**src/rtl/endstop_event_arbiter.sv**
```systemverilog
// endstop_event_arbiter
// Serialises latched transitions from a bank of debounce channels into a
// single valid/ready event stream. Channels are served round-robin. After
// each event is consumed, the channel is handed back to its debouncer with
// a one-cycle unlock pulse. Stopping channels raise a sticky motion-stop
// request.
//
// state   | meaning
// --------+--------------------------------------------------------------
// IDLE    | scanning candidates from the round-robin pointer
// PRESENT | payload registered, evt_valid high, waiting for evt_ready
// UNLOCK  | one-cycle ch_unlock pulse to the served channel
// DRAIN   | waiting for the served channel's changed flag to fall
module endstop_event_arbiter #(
  parameter int CHANNELS = 4,
  parameter int CH_W     = 2
) (
  input  logic                   clk,
  input  logic                   reset,
  input  logic [CHANNELS-1:0]    ch_changed,
  input  logic [CHANNELS-1:0]    ch_sig,
  input  logic [32*CHANNELS-1:0] ch_pos,
  input  logic [8*CHANNELS-1:0]  ch_cycles,
  output logic [CHANNELS-1:0]    ch_unlock,
  input  logic [CHANNELS-1:0]    enable_mask,
  input  logic [CHANNELS-1:0]    stop_mask,
  input  logic                   stop_clear,
  output logic                   evt_valid,
  input  logic                   evt_ready,
  output logic [CH_W-1:0]        evt_channel,
  output logic                   evt_value,
  output logic [31:0]            evt_pos,
  output logic [7:0]             evt_cycles,
  output logic                   stop_req,
  output logic [15:0]            evt_count,
  output logic                   busy
);

  typedef enum logic [1:0] {
    S_IDLE    = 2'd0,
    S_PRESENT = 2'd1,
    S_UNLOCK  = 2'd2,
    S_DRAIN   = 2'd3
  } state_t;

  state_t              r_state;
  state_t              w_state_nxt;

  logic [CH_W-1:0]     r_ptr;
  logic [CH_W-1:0]     r_idx;
  logic                r_value;
  logic [31:0]         r_pos;
  logic [7:0]          r_cycles;
  logic                r_stop;
  logic [15:0]         r_count;

  logic [CHANNELS-1:0] w_cand;
  logic                w_any;
  logic [CH_W-1:0]     w_sel;
  logic                w_sel_sig;
  logic [31:0]         w_sel_pos;
  logic [7:0]          w_sel_cyc;
  logic                w_sel_stop;
  logic                w_take;
  logic                w_hand;
  logic                w_drain_done;
  logic [CH_W-1:0]     w_ptr_nxt;

  assign w_cand = ch_changed & enable_mask;

  // Round-robin pick: first candidate at or above the pointer, with wrap.
  always_comb begin
    int j;
    j          = 0;
    w_any      = 1'b0;
    w_sel      = '0;
    w_sel_sig  = 1'b0;
    w_sel_pos  = '0;
    w_sel_cyc  = '0;
    w_sel_stop = 1'b0;
    for (int i = 0; i < CHANNELS; i++) begin
      j = int'(r_ptr) + i;
      if (j >= CHANNELS) j = j - CHANNELS;
      if (!w_any && w_cand[j]) begin
        w_any      = 1'b1;
        w_sel      = CH_W'(j);
        w_sel_sig  = ch_sig[j];
        w_sel_pos  = ch_pos[32*j +: 32];
        w_sel_cyc  = ch_cycles[8*j +: 8];
        w_sel_stop = stop_mask[j] & ch_sig[j];
      end
    end
  end

  // State register.
  always_ff @(posedge clk) begin
    if (reset) r_state <= S_IDLE;
    else       r_state <= w_state_nxt;
  end

  // Next-state logic and the strobes that steer the datapath registers.
  always_comb begin
    w_state_nxt  = r_state;
    w_take       = 1'b0;
    w_hand       = 1'b0;
    w_drain_done = 1'b0;
    case (r_state)
      S_IDLE: begin
        if (w_any) begin
          w_take      = 1'b1;
          w_state_nxt = S_PRESENT;
        end
      end
      S_PRESENT: begin
        if (evt_ready) begin
          w_hand      = 1'b1;
          w_state_nxt = S_UNLOCK;
        end
      end
      S_UNLOCK: begin
        w_state_nxt = S_DRAIN;
      end
      S_DRAIN: begin
        // A re-latched transition keeps the flag high; hold here until
        // software unlocks the channel directly.
        if (!ch_changed[r_idx]) begin
          w_drain_done = 1'b1;
          w_state_nxt  = S_IDLE;
        end
      end
      default: w_state_nxt = S_IDLE;
    endcase
  end

  assign w_ptr_nxt = (r_idx == CH_W'(CHANNELS - 1)) ? '0 : r_idx + CH_W'(1);

  // Payload capture and round-robin pointer advance.
  always_ff @(posedge clk) begin
    if (reset) begin
      r_ptr    <= '0;
      r_idx    <= '0;
      r_value  <= 1'b0;
      r_pos    <= '0;
      r_cycles <= '0;
    end else begin
      if (w_take) begin
        r_idx    <= w_sel;
        r_value  <= w_sel_sig;
        r_pos    <= w_sel_pos;
        r_cycles <= w_sel_cyc;
      end
      if (w_drain_done) r_ptr <= w_ptr_nxt;
    end
  end

  // Sticky stop request; a qualifying capture wins over a same-cycle clear.
  always_ff @(posedge clk) begin
    if (reset)                   r_stop <= 1'b0;
    else if (w_take && w_sel_stop) r_stop <= 1'b1;
    else if (stop_clear)         r_stop <= 1'b0;
  end

  // Handed-off event counter, free-running modulo 2^16.
  always_ff @(posedge clk) begin
    if (reset)       r_count <= '0;
    else if (w_hand) r_count <= r_count + 16'd1;
  end

  // Unlock pulse is decoded from state so it lasts exactly one cycle.
  always_comb begin
    ch_unlock = '0;
    if (r_state == S_UNLOCK) ch_unlock[r_idx] = 1'b1;
  end

  assign evt_valid   = (r_state == S_PRESENT);
  assign busy        = (r_state != S_IDLE);
  assign evt_channel = r_idx;
  assign evt_value   = r_value;
  assign evt_pos     = r_pos;
  assign evt_cycles  = r_cycles;
  assign stop_req    = r_stop;
  assign evt_count   = r_count;

endmodule
```
**config.mk**
```make
export PLATFORM = sky130hd
export DESIGN_NAME = endstop_event_arbiter
export DESIGN_NICKNAME = d
export VERILOG_FILES = /design/src/rtl/endstop_event_arbiter.sv
export SDC_FILE = /design/constraint.sdc
export NUM_CORES = 1
export LEC_CHECK = 0
export ABC_AREA = 1
export BUFFER_PORTS_ARGS = -buffer_cell sky130_fd_sc_hd__buf_2
export CAP_MARGIN = 30
export CORE_MARGIN = 1
export CORE_UTILIZATION = 50
export DETAILED_ROUTE_END_ITERATION = 8
export PLACE_DENSITY = 0.78
export SETUP_SLACK_MARGIN = 0.5
export SKIP_CTS_REPAIR_TIMING = 1
export SLEW_MARGIN = 20
export SYNTH_ARGS = -nofsm -noshare
export SYNTH_HDL_FRONTEND = slang
export SYNTH_SLANG_ARGS = --single-unit
```
**constraint.sdc**
```tcl
create_clock -name clk -period 5.32 [get_ports clk]
set_input_delay 0.798 -clock clk [delete_from_list [all_inputs] [get_ports clk]]
set_output_delay 0.798 -clock clk [all_outputs]
set_load 0.01 [all_outputs]
```
==> impl_metrics.csv, run 1 <==
group,metric,value,unit
layout,fin_nets,1823,
placement,dp_hpwl,17660,um
clock_tree,clock_latency,0.35,ns
grt,overflow,0,
die,start_util,51.75,%
grt,grt_max_degree,116,
synth,ys_types,35,
timing,period_share,72.04,%
clock_tree,clock_path_buffers,2,
detailed_routing,drc,0,
pwr,peakVddDrop,313.7,uV
setup_path,path_class,"flip-flop to flip-flop",
setup_path,path_max_fanout,101,
grt,grt_first_pass_wirelength,43380,um
timing,drv_slew,0,
detailed_routing,routed-via-count,10350,
synth,netlist_instances,1482,
pwr,p_leak,4.734,nW
layout,drive_gt1_share,18.12,%
detailed_routing,first_pass_iters,6,
synth,ys_dominant_reg_cell,"dfxtp_1",
clock_tree,cts_tree,"built",
synth,ys_warn_count,0,
detailed_routing,ant_nets,0,
timing,rsz0062_at_grt,"no",
setup_path,max_stage_delay,0.77,ns
setup_path,crit_slowest_cell,"or2_2",
die,design.die.area,16360,sq um
synth,synth.avg_cell_area,5.348,sq um
die,num_rows,45,
layout,finalNonFillerCells,1845,
placement,dp_cells,1827,
synth,synth_area,7925,sq um
setup_path,critPathRequiredTime,5.56,ns
synth,synthArstFlopShare,0,%
setup_path,critPathArrivalTime,4.07,ns
clock_tree,htreeDepth,3,
setup_path,cp_top_family,"buffers and inverters",
timing,min_period,3.833,ns
setup_path,critPathBufInv,3,
die,die_x,127.9,um
synth,yosysSeqAreaShare,16.17,%
layout,antenna_cells,0,
layout,multi_input_area,5488,sq um
detailed_routing,drt_iter0_markers,839,
setup_path,crit_path_end_kind,"flip-flop",
placement,io_buffers,245,
synth,syn-num-nets,1676,
timing,slew_headroom,32.90,%
layout,regArea,1285,sq um
clock_tree,clock-sinks,64,
die,io_pins,246,
setup_path,crit_path_cell_trace,"inv_4 -> buf_4 -> buf_4 -> ha_1 -> or2_2 -> o22ai_1 -> nand2_1 -> nand3_1 -> nor2_1 -> nor2_1",
timing,setup-tns-final,0,ns
synth,synth-edff-count,0,
timing,fmax,260.9,MHz
timing,worst_pin_slew,1.006,ns
timing,hold_viol,0,
run_status,outcome,"finished clean",
hold_path,hp-class,"flip-flop to flip-flop",
die,coreArea,15310,sq um
detailed_routing,viasPerCell,5.607,
layout,synthToLayoutAreaGrowth,17.90,%
detailed_routing,wirelength,27060,um
grt,grt_pass1_vias,9079,
timing,setup_violations,0,
grt,grt_util_all_layers,32.90,%
layout,fill_cells,1539,
clock_tree,clkSlewWorstSetupHoldPaths,0.06,ns
pwr,p_per_area,408.5,nW/um^2
detailed_routing,routedWlPerCell,14.67,um
clock_tree,clock-root-buffer,"clkbuf_16",
timing,skew,0.007395,ns
grt,antenna_found_initial,0,
die,die_h,127.9,um
placement,place.gp.congestion,0.8877,
setup_path,start_kind,"flip-flop",
flow_run,cap_violations,0,
clock_tree,cts_made_buffers,9,
synth,ys_ff_latch,64,
-- cell families (layout without fill, tap and decap cells) --
logic type	after synthesis	in the layout	synth area share (%)
adders and majority gates	14	14	2.210
buffers and inverters	279	431	14.82
AOI/OAI and AO/OA	427	427	29.76
muxes	3	3	0.3789
and+or+nand+nor	693	693	36.44
xor gates and xnor gates	2	2	0.2211
DFF	64	64	16.17
-- power breakdown --
part	switching, W	internal, W
clock	0.000262	0.000368
sequential	0.000152	0.000666
combinational	0.00154	0.000833
total	0.00195	0.00187
-- layout make-up --
type	count	share of cell area (%)
multi-input cells	1139	58.73
inverters	157	6.360
well taps	211	2.825
repair buffers	258	15.08
flip-flops and latches	64	13.75
clock inverters	7	0.8436
clock buffers	9	2.410
-- worst register-to-register path: cells and delay by family (launching register included) --
family	cells	cell delay (ns)
buf+inv	3	1.51
simple gates	5	1.14
flops	1	0.51
compound gates	1	0.24
fa+ha+maj	1	0.34
-- cells in the mapped netlist, types with 3 or more instances --
cell type | count | share of area, %
nand2_1 | 341 | 16
o21ai_0 | 213 | 13
nor2_1 | 188 | 8.9
inv_1 | 151 | 7.2
nand3_1 | 125 | 7.9
dfxtp_1 | 64 | 16
a21oi_1 | 60 | 3.8
clkbuf_1 | 60 | 2.8
o21ai_1 | 57 | 3.6
o211ai_1 | 42 | 4.0
o22ai_1 | 40 | 3.2
buf_2 | 38 | 2.4
nand4_1 | 22 | 1.7
ha_1 | 14 | 2.2
o211a_1 | 12 | 1.5
buf_4 | 9 | 0.85
buf_1 | 5 | 0.24
buf_6 | 5 | 0.71
clkbuf_2 | 5 | 0.32
inv_2 | 5 | 0.24
mux2i_1 | 3 | 0.38
nand2_2 | 3 | 0.24
nor3b_1 | 3 | 0.28
-- routing by layer --
layer  routed length, um  share of wire (%)  GRT usage [%]
met4                 747                2.8          14.19
met2               12650                 47          56.52
met1               11060                 41          40.03
met5                   0                  0              0
met3                2600                9.6          6.135
-- path summary, 6_finish.rpt --
check                                    from       endpoint  slack, ns  cells after the start
worst max register to register       r_ptr[0]    evt_pos[13]       1.49                     10
worst min register to register  evt_count[15]  evt_count[15]       0.46                      2
worst min-delay path            evt_count[15]  evt_count[15]       0.46                      2
worst max-delay path                 r_ptr[0]    evt_pos[13]       1.49                     10
-- through the flow --
stage | instance area [sq um] | hold WS [ns] | power [W] | setup WS [ns] | util, %
2_1_floorplan | 7925 | 0.4832 | 0.002514 | 2.618 | -
3_3_place_gp | 8917 | 0.4520 | 0.003078 | 1.681 | 58.23
3_5_place_dp | 8992 | 0.4573 | 0.003151 | 1.619 | 58.72
4_1_cts | 9296 | 0.4652 | 0.003787 | 1.613 | 60.70
5_1_grt | 9344 | 0.4910 | 0.004131 | 1.206 | 61.01
6_report | 9344 | 0.4642 | 0.003817 | 1.488 | 61.01
-- placed cells by master, fill, tap and decap left out, types with 12 or more instances in the layout --
cell type    n
dfxtp_1     63
nand3_1    125
a21oi_1     60
o211a_1     12
nand2_1    339
o22ai_1     40
nand4_1     22
ha_1        13
o211ai_1    42
nor2_1     188
o21ai_0    213
inv_1      150
buf_2      245
o21ai_1     57
-- sequential cells by signal, summed over array words and instances (netlist names) --
name and cells:
stop_req 1, r_state 2, evt_count 16, evt_value 1
evt_channel 2, r_ptr 2, evt_pos 32, evt_cycles 8
Power figures use the tool's default switching activity.
==> inputs of run 2 (changes only) <==
--- a/config.mk
+++ b/config.mk
@@ -9,9 +9,9 @@
 export BUFFER_PORTS_ARGS = -buffer_cell sky130_fd_sc_hd__buf_2
 export CAP_MARGIN = 30
 export CORE_MARGIN = 1
-export CORE_UTILIZATION = 50
+export CORE_UTILIZATION = 48
 export DETAILED_ROUTE_END_ITERATION = 8
-export PLACE_DENSITY = 0.78
+export PLACE_DENSITY = 0.79
 export SETUP_SLACK_MARGIN = 0.5
 export SKIP_CTS_REPAIR_TIMING = 1
 export SLEW_MARGIN = 20
==> constraint.sdc (replaced) <==
create_clock -name clk -period 3.37 [get_ports clk]
set_input_delay 0.5055 -clock clk [delete_from_list [all_inputs] [get_ports clk]]
set_output_delay 0.5055 -clock clk [all_outputs]
set_load 0.01 [all_outputs]
==> run 2 against run 1 <==
  * Final area grew 1.3%
  * Combinational power up 63%
  * Sequential share of layout area down 0.17 points
  * Via count up 1.7%
  * First-iteration DRC count is 31% higher
  * Non-clock buffer count rose by 15
  * Sequential power increased by 57%
  * Hold slack got worse by 0.035 ns
  * Core utilization fell by 1.9 points
  * Clock skew grew 0.0024 ns
  * Critical path type unchanged
  * Largest power group unchanged
==> impl_metrics.csv, run 2 (synthesis gave the netlist of run 1 again) <==
group,metric,value,unit
grt,met1_usage,40.89,%
grt,met3_usage,5.700,%
clock_tree,cts_tree,"built",
timing,setup-tns-final,0,ns
run_status,outcome,"finished clean",
hold_path,hp-class,"input port to flip-flop",
detailed_routing,drc,0,
detailed_routing,routed-via-count,10520,
placement,post-place-ws,0.6183,ns
layout,synthToLayoutAreaGrowth,19.39,%
layout,final_common_cell,"nand2_1",
pwr,p_leak,4.806,nW
die,coreArea,16000,sq um
timing,slew_headroom,40.57,%
clock_tree,cts_made_buffers,9,
setup_path,critPathArrivalTime,2.95,ns
layout,most-common-layout-cells,"nand2_1, buf_2, o21ai_0",
die,design.die.area,17030,sq um
setup_path,crit_path_cell_trace,"inv_4 -> ha_4 -> inv_2 -> buf_4 -> o21ai_0 -> a21oi_1 -> nand3_1 -> nand3_1 -> nor2_1 -> nor2_1",
placement,dp_cells,1845,
layout,largest_reg_flops,32,
grt,grt_max_degree,84,
grt,grt_pass1_vias,8781,
detailed_routing,viasPerCell,5.640,
die,num_rows,46,
clock_tree,clock_path_buffers,2,
timing,worst_pin_slew,0.8882,ns
timing,period_share,79.19,%
detailed_routing,wirelength,27370,um
grt,antenna_found_initial,2,
setup_path,crit_slowest_cell,"buf_4",
timing,rsz0062_at_grt,"no",
clock_tree,htreeDepth,3,
layout,regArea,1285,sq um
layout,fin_nets,1838,
flow_run,cap_violations,0,
layout,finalNonFillerCells,1866,
pwr,peakVddDrop,463.6,uV
grt,busiest_layer,"met2",
timing,drv_slew,0,
die,die_h,130.5,um
layout,drive_gt1_share,18.86,%
die,die_x,130.5,um
timing,hold_viol,0,
detailed_routing,ant_nets,0,
detailed_routing,drt_iter0_markers,1097,
clock_tree,clock_latency,0.35,ns
pwr,p_per_area,657.8,nW/um^2
setup_path,start_kind,"flip-flop",
layout,multi_input_area,5498,sq um
layout,fill_cells,1598,
grt,grt_first_pass_wirelength,42120,um
setup_path,path_class,"flip-flop to flip-flop",
placement,dp_hpwl,18190,um
setup_path,max_stage_delay,0.66,ns
detailed_routing,first_pass_iters,7,
timing,setup_ws,0.7012,ns
grt,grt_util_all_layers,31.19,%
timing,min_period,2.669,ns
die,io_pins,246,
detailed_routing,routedWlPerCell,14.67,um
placement,io_buffers,245,
grt,overflow,0,
setup_path,path_max_fanout,75,
layout,final_util,59.13,%
timing,setup_violations,0,
clock_tree,clkSlewWorstSetupHoldPaths,0.07,ns
timing,fmax,374.7,MHz
timing,skew,0.009791,ns
grt,met2_usage,50.76,%
die,start_util,49.53,%
clock_tree,clock-sinks,64,
clock_tree,clock-root-buffer,"clkbuf_16",
placement,place.gp.congestion,0.9010,
setup_path,critPathRequiredTime,3.66,ns
setup_path,crit_path_end_kind,"flip-flop",
## run 2: changes by cell type in the layout (fill, tap and decap cells not counted), moves of 2 or more
cell | before | now
nand2_2 | 5 | 3
nand2_4 | 0 | 2
buf_4 | 8 | 24
inv_2 | 5 | 3
clkinv_4 | 2 | 4
buf_16 | 3 | 0
## run 2: power breakdown
group	switching [W]	total, W	internal, W
clock	0.000414	0.00107	0.000656
combinational	0.00248	0.00387	0.00139
sequential	0.000231	0.00128	0.00105
total	0.00313	0.00622	0.00310
## run 2: layer usage
layer	vias up	part of all wire (%)	wire [um]
li1	5238	-	-
met1	4608	42	11490
met2	613	45	12320
met3	63	11	3004
met4	2	2.0	548
met5	-	0.047	13
## run 2: stage by stage
stage | cell area, sq um | hold WS, ns | power [W]
floorplan | 7925 | 0.4832 | 0.003969
global placement | 9081 | 0.4497 | 0.004964
detailed placement | 9081 | 0.4651 | 0.005035
CTS | 9410 | 0.4118 | 0.006123
global route | 9459 | 0.4463 | 0.006718
finish | 9462 | 0.4296 | 0.006223
## run 2: cell type report
| cell class | count | share of cell area, % |
|---|---|---|
| inverter | 157 | 6.334 |
| clock buffer | 9 | 2.380 |
| sequential | 64 | 13.58 |
| timing repair buffer | 273 | 15.62 |
| antenna | 1 | 0.02645 |
| multi-input combinational | 1139 | 58.11 |
| clock inverter | 7 | 1.098 |
| tap | 216 | 2.856 |
## run 2: path summary, 6_finish.rpt
path / startpoint / to / slack [ns] / depth (start not counted)
setup / recovery: r_ptr[0] / evt_pos[14] / 0.70 / 10
setup reg to reg: r_ptr[0] / evt_pos[14] / 0.70 / 10
hold / removal: stop_clear / stop_req / 0.43 / 4
hold reg to reg: evt_count[15] / evt_count[15] / 0.47 / 2
## run 2: critical path, delay by kind of cell (launching register included)
kind,cells,cell delay (ns)
buffers and inverters,3,1.03
flip-flops,1,0.57
AO/OA/AOI/OAI,2,0.35
AND/OR/NAND/NOR,4,0.33
adder cells (fa/ha/maj),1,0.30
